## config.mk

```make
export PLATFORM = sky130hd
export DESIGN_NAME = cache_sa_wb
export DESIGN_NICKNAME = d
export VERILOG_FILES = /design/src/rtl/cache_sa_wb.sv
export SDC_FILE = /design/constraint.sdc
export NUM_CORES = 1
export LEC_CHECK = 0
export ABC_AREA = 0
export BUFFER_PORTS_ARGS = -buffer_cell sky130_fd_sc_hd__buf_2
export CAP_MARGIN = 30
export CORE_MARGIN = 2
export CORE_UTILIZATION = 30
export CTS_BUF_LIST = sky130_fd_sc_hd__clkbuf_4
export DETAILED_ROUTE_END_ITERATION = 7
export SLEW_MARGIN = 20
export SYNTH_ARGS = -nofsm -noshare
export SYNTH_HDL_FRONTEND = slang
export SYNTH_SLANG_ARGS = --single-unit
```

## constraint.sdc

```tcl
create_clock -name clk -period 4.51 [get_ports clk]
set_input_delay 0.902 -clock clk [delete_from_list [all_inputs] [get_ports clk]]
set_output_delay 0.902 -clock clk [all_outputs]
set_load 0.03 [all_outputs]
```

## src/rtl/cache_sa_wb.sv

```systemverilog
// Write-back, write-allocate cache with 1 or 2 ways, LRU replacement and
// valid/ack handshaking to a block-wide memory, plus saturating hit/miss counters.
module cache_sa_wb #(
    parameter int unsigned ADDR_W = 10,
    parameter int unsigned WPB    = 4,
    parameter int unsigned SETS   = 2,
    parameter int unsigned WAYS   = 2,
    parameter int unsigned CNT_W  = 16
) (
    input  logic                clk,
    input  logic                rst_n,
    input  logic                cpu_req,
    input  logic                cpu_we,
    input  logic [ADDR_W-1:0]   cpu_addr,
    input  logic [31:0]         cpu_wdata,
    output logic                cpu_ready,
    output logic                cpu_done,
    output logic [31:0]         cpu_rdata,
    output logic                cpu_hit,
    output logic                mem_req,
    output logic                mem_we,
    output logic [ADDR_W-1:0]   mem_addr,
    output logic [32*WPB-1:0]   mem_wdata,
    input  logic [32*WPB-1:0]   mem_rdata,
    input  logic                mem_ack,
    output logic [CNT_W-1:0]    hit_cnt,
    output logic [CNT_W-1:0]    miss_cnt
);
    localparam int unsigned WO  = $clog2(WPB);
    localparam int unsigned IW  = $clog2(SETS);
    localparam int unsigned IWS = (IW > 0) ? IW : 1;
    localparam int unsigned TW  = ADDR_W - 2 - WO - IW;
    localparam int unsigned BW  = 32 * WPB;

    localparam logic [1:0] IDLE      = 2'd0;
    localparam logic [1:0] LOOKUP    = 2'd1;
    localparam logic [1:0] WRITEBACK = 2'd2;
    localparam logic [1:0] ALLOCATE  = 2'd3;

    logic [1:0]        state_q, state_d;
    logic              we_q, we_d;
    logic [ADDR_W-1:0] addr_q, addr_d;
    logic [31:0]       wdata_q, wdata_d;
    logic              miss_q, miss_d;
    logic              victim_q, victim_d;
    logic              done_q, done_d;
    logic              hit_q, hit_d;
    logic [31:0]       rdata_q, rdata_d;
    logic [CNT_W-1:0]  hit_cnt_q, hit_cnt_d, miss_cnt_q, miss_cnt_d;
    logic [ADDR_W-1:0] mem_addr_q, mem_addr_d;
    logic [BW-1:0]     mem_wdata_q, mem_wdata_d;

    logic [BW-1:0]     data_q  [WAYS][SETS];
    logic [TW-1:0]     tag_q   [WAYS][SETS];
    logic [WAYS-1:0]   valid_q [SETS];
    logic [WAYS-1:0]   dirty_q [SETS];
    logic [SETS-1:0]   lru_q;

    logic [ADDR_W-1:0] idx_sh, tag_sh;
    logic [IWS-1:0]    idx;
    logic [TW-1:0]     req_tag;
    logic [WO-1:0]     word;
    logic              hit, hit_way, vic, vic_dirty;
    logic              fill_en, wr_en, lru_en;
    logic              unused_bits;

    assign idx_sh      = addr_q >> (2 + WO);
    assign tag_sh      = addr_q >> (2 + WO + IW);
    assign idx         = (IW == 0) ? '0 : idx_sh[IWS-1:0];
    assign req_tag     = tag_sh[TW-1:0];
    assign word        = addr_q[WO+1:2];
    assign unused_bits = ^{addr_q[1:0], idx_sh, tag_sh};

    function automatic logic [ADDR_W-1:0] blk_addr(input logic [TW-1:0] t,
                                                  input logic [IWS-1:0] i);
        logic [ADDR_W-1:0] a;
        a = ADDR_W'(t) << (2 + WO + IW);
        if (IW != 0) a = a | (ADDR_W'(i) << (2 + WO));
        return a;
    endfunction

    always_comb begin
        hit     = 1'b0;
        hit_way = 1'b0;
        for (int w = 0; w < WAYS; w++) begin
            if (valid_q[idx][w] && (tag_q[w][idx] == req_tag)) begin
                hit     = 1'b1;
                hit_way = 1'(w);
            end
        end
        // Empty ways are filled before any valid line is evicted.
        if (WAYS == 1)                    vic = 1'b0;
        else if (!valid_q[idx][0])        vic = 1'b0;
        else if (!valid_q[idx][WAYS-1])   vic = 1'b1;
        else                              vic = lru_q[idx];
        vic_dirty = valid_q[idx][vic] && dirty_q[idx][vic];
    end

    assign fill_en = (state_q == ALLOCATE) && mem_ack;
    assign wr_en   = (state_q == LOOKUP) && hit && we_q;
    assign lru_en  = (state_q == LOOKUP) && hit;

    always_comb begin
        state_d     = state_q;
        we_d        = we_q;
        addr_d      = addr_q;
        wdata_d     = wdata_q;
        miss_d      = miss_q;
        victim_d    = victim_q;
        done_d      = 1'b0;
        hit_d       = hit_q;
        rdata_d     = rdata_q;
        mem_addr_d  = mem_addr_q;
        mem_wdata_d = mem_wdata_q;
        hit_cnt_d   = hit_cnt_q;
        miss_cnt_d  = miss_cnt_q;
        case (state_q)
            IDLE: begin
                if (cpu_req) begin
                    we_d    = cpu_we;
                    addr_d  = cpu_addr;
                    wdata_d = cpu_wdata;
                    miss_d  = 1'b0;
                    state_d = LOOKUP;
                end
            end
            LOOKUP: begin
                if (hit) begin
                    if (!we_q) rdata_d = data_q[hit_way][idx][32*word +: 32];
                    done_d  = 1'b1;
                    hit_d   = !miss_q;
                    state_d = IDLE;
                end else begin
                    miss_d   = 1'b1;
                    victim_d = vic;
                    if (vic_dirty) begin
                        mem_addr_d  = blk_addr(tag_q[vic][idx], idx);
                        mem_wdata_d = data_q[vic][idx];
                        state_d     = WRITEBACK;
                    end else begin
                        mem_addr_d = blk_addr(req_tag, idx);
                        state_d    = ALLOCATE;
                    end
                end
            end
            WRITEBACK: begin
                if (mem_ack) begin
                    mem_addr_d = blk_addr(req_tag, idx);
                    state_d    = ALLOCATE;
                end
            end
            default: begin
                if (mem_ack) state_d = LOOKUP;
            end
        endcase
        if (done_q) begin
            if (hit_q) begin
                if (hit_cnt_q != '1) hit_cnt_d = hit_cnt_q + 1'b1;
            end else begin
                if (miss_cnt_q != '1) miss_cnt_d = miss_cnt_q + 1'b1;
            end
        end
    end

    always_ff @(posedge clk or negedge rst_n) begin
        if (!rst_n) begin
            state_q     <= IDLE;
            we_q        <= 1'b0;
            addr_q      <= '0;
            wdata_q     <= '0;
            miss_q      <= 1'b0;
            victim_q    <= 1'b0;
            done_q      <= 1'b0;
            hit_q       <= 1'b0;
            rdata_q     <= '0;
            hit_cnt_q   <= '0;
            miss_cnt_q  <= '0;
            mem_addr_q  <= '0;
            mem_wdata_q <= '0;
            lru_q       <= '0;
            for (int s = 0; s < SETS; s++) begin
                valid_q[s] <= '0;
                dirty_q[s] <= '0;
            end
        end else begin
            state_q     <= state_d;
            we_q        <= we_d;
            addr_q      <= addr_d;
            wdata_q     <= wdata_d;
            miss_q      <= miss_d;
            victim_q    <= victim_d;
            done_q      <= done_d;
            hit_q       <= hit_d;
            rdata_q     <= rdata_d;
            hit_cnt_q   <= hit_cnt_d;
            miss_cnt_q  <= miss_cnt_d;
            mem_addr_q  <= mem_addr_d;
            mem_wdata_q <= mem_wdata_d;
            if (fill_en) begin
                valid_q[idx][victim_q] <= 1'b1;
                dirty_q[idx][victim_q] <= 1'b0;
            end
            if (wr_en) dirty_q[idx][hit_way] <= 1'b1;
            if (lru_en && (WAYS == 2)) lru_q[idx] <= ~hit_way;
        end
    end

    // Data and tags carry no reset; the valid bits qualify them.
    always_ff @(posedge clk) begin
        if (fill_en) begin
            data_q[victim_q][idx] <= mem_rdata;
            tag_q[victim_q][idx]  <= req_tag;
        end
        if (wr_en) data_q[hit_way][idx][32*word +: 32] <= wdata_q;
    end

    assign cpu_ready = (state_q == IDLE);
    assign cpu_done  = done_q;
    assign cpu_rdata = rdata_q;
    assign cpu_hit   = hit_q;
    assign mem_req   = (state_q == WRITEBACK) || (state_q == ALLOCATE);
    assign mem_we    = (state_q == WRITEBACK);
    assign mem_addr  = mem_addr_q;
    assign mem_wdata = mem_wdata_q;
    assign hit_cnt   = hit_cnt_q;
    assign miss_cnt  = miss_cnt_q;
endmodule

```

Word level (Yosys, flattened, before mapping) --
Memory sizes are Yosys's and may differ from the RTL's. Index checks and enable logic that the tools add are counted.
Storage, ports and cells: flip-flop bits (word level) 261, bits in latches 0, bits in writable memories 532, memory bits (read-only) 0, bits of input ports 175, output and inout port bits 207, logic and storage cells 157, memories kept 2
Cells by class: add/subtract/negate cells 3, $mul 0, divide/modulo/power cells 0, magnitude comparators 9, equal/unequal tests 10, shift operators 3, mux-type cells 74, bitwise gates (word level) 11, reductions and logical operators 27
Memories:
- data_q | words 2, width 256, rd ports 2, clocked after Yosys merged registers in 0, write ports 1, line 53 | logic [BW-1:0] data_q [WAYS][SETS];
- tag_q | words 2, width 10, rd ports 3, clocked after Yosys merged registers in 0, write ports 1, line 54 | logic [TW-1:0] tag_q [WAYS][SETS];
Operators with widths (number):
- 2-to-1 mux 128 bit | 8
- 2-to-1 mux 256 bit | 4
- demux 128 bit (select 1 bit) | 2
- OR reduction 256 bit | 1
- variable shift 32 x 34 -> 128 bit (first input constant) | 1
- indexed part select 128 x 8 -> 32 bit | 1
- indexed part select 32 x 34 -> 128 bit | 1
- 2-to-1 mux 5 bit | 10
- 2-to-1 mux 10 bit | 4
- negator 7 -> 34 bit | 1
- adder 16 x 1 -> 16 bit (second input constant) | 2
- inequality test 16 bit (second input constant) | 2
- 2-to-1 mux 2 bit | 12
- 2-to-1 mux 1 bit | 22
- AND reduction 3 bit | 7
- bitwise OR 10 x 5 -> 10 bit | 2
- one-hot mux 10 bit (2 select lines) | 1
- == test 5 bit | 2
- logical AND 1 bit | 10
- less-than comparator 1 x 2 -> 1 bit (second input constant) | 4
- 2-to-1 mux 4 bit | 2
- bitwise OR 4 bit | 2
- one-hot mux 2 bit (3 select lines) | 1
- AND reduction 2 bit | 3
- 21 further kinds | 32

Logic depth before layout (Yosys ltp) --
Gate-level depths: netlist of the first run.
depth in word-level cells 15, depth in mapped cells 13, depth with buffers taken out 8

Worst setup path after synthesis of the first run --
No wires, ideal clock.
kind register to register, start register addr_q[2], end memory data_q[1][0] (netlist name), enable pin, library setup time 421 ps, data arrival time 4339 ps, required time 4089 ps, slack -250 ps, cell stages (with the launch flop) 12, path buffers 5, clock period less this slack 4760 ps, cell sequence dfrtp_1 -> clkbuf_1 -> clkinv_1 -> clkbuf_1 -> buf_1 -> ha_1 -> or4_1 -> nand4_1 -> clkbuf_1 -> clkbuf_1 -> a22oi_1 -> nor2_1
Between the ends: longest elaborated chain between the ends 7, elaborated cells on any way between the ends 8, classes of those cells add/sub (1); shift (1); mux (5); reduce/logical (1)
RTL lines:
- start: declaration | line 42 | logic [ADDR_W-1:0] addr_q, addr_d;
- start signal: assignment | line 188 | addr_q <= addr_d;
- negator 7 -> 34 bit * | line 214 | if (wr_en) data_q[hit_way][idx][32*word +: 32] <= wdata_q;
- variable shift 32 x 34 -> 128 bit * | line 214
- 2-to-1 mux 128 bit (not written as such) * | line 214
- demux 128 bit (select 1 bit) * | line 214
- 2-to-1 mux 256 bit (not written as such) * | line 214
- OR reduction 256 bit (no source line)
- 2-to-1 mux 1 bit (no source line) or 2-to-1 mux 256 bit (tied branches)
- end: declaration | line 53
Every way passes the cells marked *; elsewhere a longest branch is shown, timed or not.

Final worst setup path of the first run --
start register addr_q[4], end register rdata_q[30] (netlist: cpu_rdata[30])
Between the ends: longest elaborated chain between the ends 12, elaborated cells on any way between the ends 23, classes of those cells eq/ne (2); shift (1); mux (15); bitwise (1); reduce/logical (3); memory (1)
RTL lines:
- inverter 1 -> 2 bit (not written as such) * | line 86, 129
- 2-to-1 mux 5 bit (not written as such) (3 in a row) | line 86 | if (valid_q[idx][w] && (tag_q[w][idx] == req_tag)) begin
- == test 5 bit | line 86
- logical AND 1 bit | line 86
- 2-to-1 mux 1 bit | line 86
- memory read (2 x 256 bit)
- 2-to-1 mux 128 bit (not written as such) (3 in a row) | line 129 | if (!we_q) rdata_d = data_q[hit_way][idx][32*word +: 32];
- indexed part select 128 x 8 -> 32 bit | line 129
- end signal: assignment | line 194 | rdata_q <= rdata_d;
- end: declaration | line 48 | logic [31:0] rdata_q, rdata_d;
Every way passes the cells marked *; elsewhere a longest branch is shown, timed or not. The select of a mux whose other input is x is not followed. A chain may end at the register's enable or synchronous reset.

==> results by group, run 1 <==
STA
  – Final setup skew: between 100 and 150 ps
  – RSZ-0062 raised after global routing: no
  – Slew Limit Fails: 0
  – Post-layout min period: roughly 3800 ps
  – Slew @ Worst Pin: 1020 ps
  – Final hold vios: 0
  – Relative slew slack: a little under a third
  – Fmax: 0.264 GHz
  – Endpoints failing setup: 0
  – Fin crit share: 84.1%

Worst setup path
  – CP Depth: 9
  – CP bufs+invs: 1
  – Most frequent CP cell: nand2_1
  – CP Capture Type: flip-flop
  – Worst r2r path cells: 9
  – CP max-delay cell: nand2_1
  – CP Launch Type: flip-flop
  – Data arrival time of the critical path: about 4800 ps
  – CP cell instances: mux2i_1 > xnor2_1 > a2111o_1 > o22ai_1 > buf_4 > nand2_1 > nor2_1 > nand2_1 > o221ai_1
  – Crit path max-delay family: simple AND/OR/NAND/NOR gates
  – WS Path Type: flip-flop to flip-flop
  – Max incr delay on CP: about 690 ps
  – WP data required: 5460 ps
  – Crit-path max FO: 24

Clock network
  – CTS resizes: 0
  – Clk slew on worst S/H paths: 80 ps
  – Longest Clk Path Bufs: 3
  – Num CTS Buffers: ~200
  – CTS Root Cell: clkbuf_4
  – CTS tree: built
  – Worst-Skew Late Latency: between 1000 and 1500 ps
  – Clk sinks: between 700 and 800
  – H-Tree Level Count: 4

Routing
  – # DRC: 0
  – Overall routed net length: roughly 120,000 µm
  – Initial DRT Pass Iterations: 5
  – Post-DRT Antenna Nets: 0
  – Number of DRC markers in iteration 0: approximately 1,800
  – Detail-routed via count per cell: ~5
  – Via count: 22,891
  – Routed len/inst: between 20 and 30 µm

Floorplanning
  – Area of the core: roughly 120,000 µm²
  – Die width: 347 µm
  – Cell Rows: 125
  – Die H: approximately 350 µm
  – Die ar.: around 120,000 µm²
  – Initial Util: between 30% and 40%
  – Ports: ~380

GRT
  – Remaining global-route overflow: 0
  – GRT Util Overall: between 10% and 20%
  – Vias in the first global route: between 20,000 and 25,000
  – First-pass GRT wire length: roughly 170,000 µm
  – Pin count of the biggest net entering global routing: around 150
  – Antenna violations before repair: 17

Power and ir drop
  – Clk pwr share: between 20 and 25%
  – Seq pwr share: a little over a third
  – Sw Pwr: approximately 12 mW
  – Logic gate share of total power: about two fifths
  – LEAKAGE: 16.1 nW
  – Power Dens Cells: 686 nW/µm²
  – Peak supply drop: around 0.00048 V
  – P_int: roughly 17 mW
  – Switching share of power: between 40 and 50%
  – Pwr Total: 29.3 mW

Logic synthesis
  – Cell variety after synth: 53
  – Synth area leaders: edfxtp_1 (45%), dfrtp_1 (18%), mux4_2 (13%)
  – Part of the Yosys area used for sequential elements: 63.4%
  – Leading area contributor after synthesis: edfxtp_1
  – Async set-or-reset flop fraction in the synthesized netlist: about a third
  – Post-synthesis register bit count: 787
  – Yosys warns: 0
  – Post-Synthesis Cells: 2,235
  – Top_reg_cell synth: edfxtp_1
  – EDFF count, synth: 532
  – Share of the synthesized area in the top cell type: 45.3%
  – Cell Area, Synth: around 35,000 µm²
  – Syn Area/Cell: roughly 16 µm²

Outcome
  – Outcome: finished, final reports clean

Final layout
  – Ratio of cells with drive above 1 in the final layout: approximately 37%
  – Finished Layout Cells: about 4,500
  – Fillers: roughly 11,000
  – Fin nets: between 2,000 and 3,000
  – Commonest cells after routing, fill and taps aside: edfxtp_1 (532), buf_2 (375), clkbuf_4 (333)
  – Fin util: between 30% and 40%
  – Most common cell after layout, fill and taps aside: edfxtp_1
  – Area Overhead vs Synth: 21.2%

Placement
  – Placed cell count: roughly 4,000
  – I/O Buffers: 375
  – Routability cong.: about 0.8
  – Hpwl dp: around 79,000 µm

Worst hold path
  – Hold WC Path Type: primary input to flip-flop
  – Hold Path Stages: 2

Job
  – Max Cap Viol: 0
-- cell usage after synthesis, types with 5 or more instances --
cell        n
a31oi_1     6
o21ai_0     6
mux4_2    205
inv_1      16
nand2_1   311
a22oi_1    27
mux2_1    128
mux2_2     46
buf_1      12
a32oi_1     8
and3_1      6
nand2b_1    5
ha_1       11
dfrtp_1   255
o21ai_1   154
edfxtp_1  532
mux2i_1   151
a21o_1      8
xor2_1     14
buf_4      15
nor2_1     33
a21oi_1    12
buf_2      33
clkbuf_1   89
nand4_1    10
buf_6      10
a221oi_1   44
nand3_1    14
xnor2_1    26
-- logic make-up after synthesis --
family	after synthesis	synth area share, %
other	1	0.0106
xor gates and xnor gates	40	0.994
and+or+nand+nor	399	4.63
AOI/OAI and AO/OA	291	5.23
adders and majority gates	11	0.391
DFF	787	63.4
muxes	530	22.9
buffers and inverters	176	2.36
-- state kept, by name (all words and copies together), names as in the netlist --
| register | flops |
|---|---|
| mem_addr | 6 |
| addr_q | 8 |
| victim_q | 1 |
| hit_cnt | 16 |
| mem_wdata | 128 |
| data_q | 512 |
| valid_q | 4 |
| tag_q | 20 |
| lru_q | 2 |
| cpu_done | 1 |
| we_q | 1 |
| cpu_hit | 1 |
| wdata_q | 32 |
| miss_cnt | 16 |
| cpu_rdata | 32 |
| miss_q | 1 |
| state_q | 2 |
| dirty_q | 4 |
-- path summary, 6_finish.rpt --
path	start	to	slack [ps]
setup reg to reg	addr_q[4]	cpu_rdata[30]	720
hold reg to reg	mem_wdata[0]	mem_wdata[0]	470
max in group asynchronous	rst_n	mem_wdata[21]	3250
min in group asynchronous	rst_n	hit_cnt[11]	310
setup / recovery	addr_q[4]	cpu_rdata[30]	720
hold / removal	cpu_wdata[31]	wdata_q[31]	190
-- power by group through the flow --
| stage | clock network (mW) | registers [mW] | logic (mW) |
|---|---|---|---|
| 6_report | 6.52 | 10.5 | 12.3 |
| 2_1_floorplan | 0 | 11.6 | 6.40 |
| 3_5_place_dp | 0 | 10.7 | 12.4 |
| 5_1_grt | 7.12 | 10.7 | 13.0 |
| 3_3_place_gp | 0 | 10.7 | 12.3 |
| 4_1_cts | 6.74 | 10.6 | 12.5 |
-- metrics by stage --
step	setup TNS [ps]	instance area, µm²	worst slack (ps)	hold slack, ps
floorplan	-64110	35300	-250	435
global placement	0	39400	896	457
detailed placement	0	39500	913	459
CTS	0	42700	795	4.25
global route	0	42700	537	34.3
finish	0	42700	717	186
-- per-layer routing --
layer | global-route usage, % | vias up | share of wire, %
met5 | 0 | - | 0.095
met4 | 8.80 | 16 | 4.1
met3 | 4.66 | 203 | 7.1
met2 | 31.3 | 896 | 48
met1 | 24.5 | 11796 | 41
li1 | - | 9980 | -
-- timing repair --
action                                 4_1_cts  5_1_grt
setup buffers                                0        0
endpoints found under the hold margin       88        0
hold buffers                                39        0
-- area by class of cell --
class / instances / area, µm² / share of cell area, %
diodes: 13 / 32.5 / 0.0762
inverters: 17 / 63.8 / 0.149
well taps: 1524 / 1910 / 4.46
multi-input cells: 1275 / 12200 / 28.5
repair buffers: 502 / 3360 / 7.86
clock inverters: 54 / 315 / 0.738
flip-flops and latches: 787 / 22400 / 52.3
clock buffers: 333 / 2500 / 5.85
Power figures use the tool's default switching activity.
==> run 2, diff against run 1 <==
==> constraint.sdc (replaced) <==
create_clock -name clk -period 3.1 [get_ports clk]
set_input_delay 0.62 -clock clk [delete_from_list [all_inputs] [get_ports clk]]
set_output_delay 0.62 -clock clk [all_outputs]
set_load 0.03 [all_outputs]
==> results by group, run 2 (synthesis results as in run 1) <==
Power and ir drop
  – Seq pwr share: 34.6%
  – Clk pwr share: 20.7%
  – Power Dens Cells: between 900 and 1000 nW/µm²
  – Switching share of power: about two fifths
  – Pwr Total: roughly 44 mW
  – Peak supply drop: 0.000643 V
  – Logic gate share of total power: ~45%
  – Sw Pwr: around 18 mW
  – LEAKAGE: ~17 nW
  – P_int: 26.4 mW

Final layout
  – Ratio of cells with drive above 1 in the final layout: between 30 and 40%
  – Fin nets: 3,227
  – Finished Layout Cells: about 4,700
  – Area Overhead vs Synth: 30.0%
  – Commonest cells after routing, fill and taps aside: edfxtp_1 (532), buf_2 (374), clkbuf_4 (310)
  – Largest register FFs: 512
  – Top reg by flops: data_q
  – Most common cell after layout, fill and taps aside: edfxtp_1
  – Fillers: roughly 11,000

Floorplanning
  – Die width: about 350 µm
  – Ports: about 380
  – Die H: 347 µm
  – Die ar.: ~120,000 µm²
  – Initial Util: 30.3%
  – Cell Rows: 125
  – Area of the core: roughly 120,000 µm²

Placement
  – Placed cell count: 4,145
  – Routability cong.: between 0.8 and 0.9
  – Hpwl dp: 82,600 µm
  – I/O Buffers: around 380

Clock network
  – CTS tree: built
  – Clk sinks: between 700 and 800
  – H-Tree Level Count: 4
  – Num CTS Buffers: between 200 and 250
  – Worst-Skew Late Latency: 1140 ps
  – Clk slew on worst S/H paths: approximately 70 ps
  – CTS Root Cell: clkbuf_4
  – Longest Clk Path Bufs: 3

Worst setup path
  – WS Path Type: flip-flop to flip-flop
  – CP max-delay cell: dfrtp_4
  – CP bufs+invs: 4
  – Max incr delay on CP: about 540 ps
  – Crit path max-delay family: multiplexers
  – Crit-path max FO: 6
  – WP data required: approximately 4000 ps
  – Most frequent CP cell: buf_12
  – CP cell instances: mux2i_1 > xnor2_1 > a2111o_1 > nor2_4 > buf_12 > buf_12 > buf_12 > mux4_2 > mux2i_1 > buf_4 > o21ai_1
  – Data arrival time of the critical path: between 4000 and 5000 ps
  – R2R Path Start: addr_q[4]
  – CP Capture Type: flip-flop
  – CP Launch Type: flip-flop
  – Critical path launch point: addr_q[4]

GRT
  – Vias in the first global route: 24,345
  – GR Layer Usage met1: about 25%
  – Pin count of the biggest net entering global routing: between 100 and 150
  – GRT Util Overall: approximately 20%
  – Remaining global-route overflow: 0
  – Antenna violations before repair: 6
  – GRT Max-Usage Layer: met2
  – Met3 Use GR: 4.87%
  – First-pass GRT wire length: 171,000 µm
  – Met2 usage: roughly a third

Worst hold path
  – Hold WC Path Type: primary input to flip-flop
  – Hold Startpoint: mem_rdata[127]

Routing
  – Initial DRT Pass Iterations: 5
  – # DRC: 0
  – Detail-routed via count per cell: ~5.1
  – Post-DRT Antenna Nets: 0
  – Overall routed net length: roughly 120,000 µm
  – Routed len/inst: about 26 µm
  – Number of DRC markers in iteration 0: around 2,000
  – Via count: 23,978

Job
  – Max Cap Viol: 0

STA
  – Endpoints failing setup: 1
  – Final hold vios: 0
  – RSZ-0062 raised after global routing: yes
  – Relative slew slack: between 40% and 50%
  – Post-route setup TNS: -15.3 ps
  – Fin crit share: 100%
  – Slew @ Worst Pin: approximately 850 ps
  – Post-layout min period: about 3100 ps
  – Fmax: between 0.3 and 0.4 GHz
  – Slew Limit Fails: 0
  – Hold Slack: 172 ps
  – Final setup skew: slightly below 100 ps
  – Worst setup margin: -15.3 ps

Outcome
  – Outcome: finished, violations left
  – Failing checks: setup timing
-- run 2: metrics by stage --
stage          utilization, %  worst slack (ps)  area [µm²]
2_1_floorplan               -             -27.6       35400
3_3_place_gp             34.8             -71.1       40500
3_5_place_dp             34.8              -103       40500
4_1_cts                  38.8             -24.1       45100
5_1_grt                  39.4              -121       45800
6_report                 39.4             -15.3       45800
-- run 2: final cells by class --
class / instances / area (µm²) / area share [%]
well taps: 1524 / 1910 / 4.16
flip-flops and latches: 787 / 22400 / 48.8
inverters: 17 / 65.1 / 0.142
clock inverters: 73 / 355 / 0.776
repair buffers: 755 / 6370 / 13.9
clock buffers: 310 / 2330 / 5.08
multi-input cells: 1275 / 12400 / 27.1
diodes: 7 / 17.5 / 0.0382
-- run 2: worst reg2reg max path, delay by kind of cell, from the launching register on --
| family | cells | cell delay (ps) |
|---|---|---|
| and+or+nand+nor | 1 | 230 |
| muxes | 3 | 850 |
| xor gates and xnor gates | 1 | 110 |
| DFF | 1 | 540 |
| buffers and inverters | 4 | 640 |
| AOI/OAI and AO/OA | 2 | 550 |
-- run 2: final timing paths --
path	to	slack (ps)	cells after the start
setup / recovery	cpu_rdata[19]	-20	11
hold / removal	data_q[1][255]	170	3
setup reg to reg	cpu_rdata[19]	-20	11
hold reg to reg	valid_q[2]	480	1
max in group asynchronous	hit_cnt[8]	1400	4
min in group asynchronous	hit_cnt[14]	630	3
-- run 2: power by group through the flow --
stage                     registers, mW  clock network, mW  logic [mW]
final                              15.3               9.14        19.8
after global routing               15.5               9.94        20.9
after CTS                          15.3               9.40        19.4
after detailed placement           15.5                  0        19.0
after global placement             15.5                  0        18.9
after floorplan                    16.8                  0        9.41
-- run 2: metal layers --
layer  up-vias  wire length [µm]
li1      10473                 -
met1     12361             49900
met2       962             58600
met3       182              9240
met4         0              3680
met5         -                 0
-- run 2: what timing repair did --
action,in CTS,in global routing
hold buffers,174,0
pin swaps,3,14
endpoints found under the setup margin,209,662
cloned,1,10
resized for setup,16,67
endpoints found under the hold margin,809,0
buffers inserted,6,22
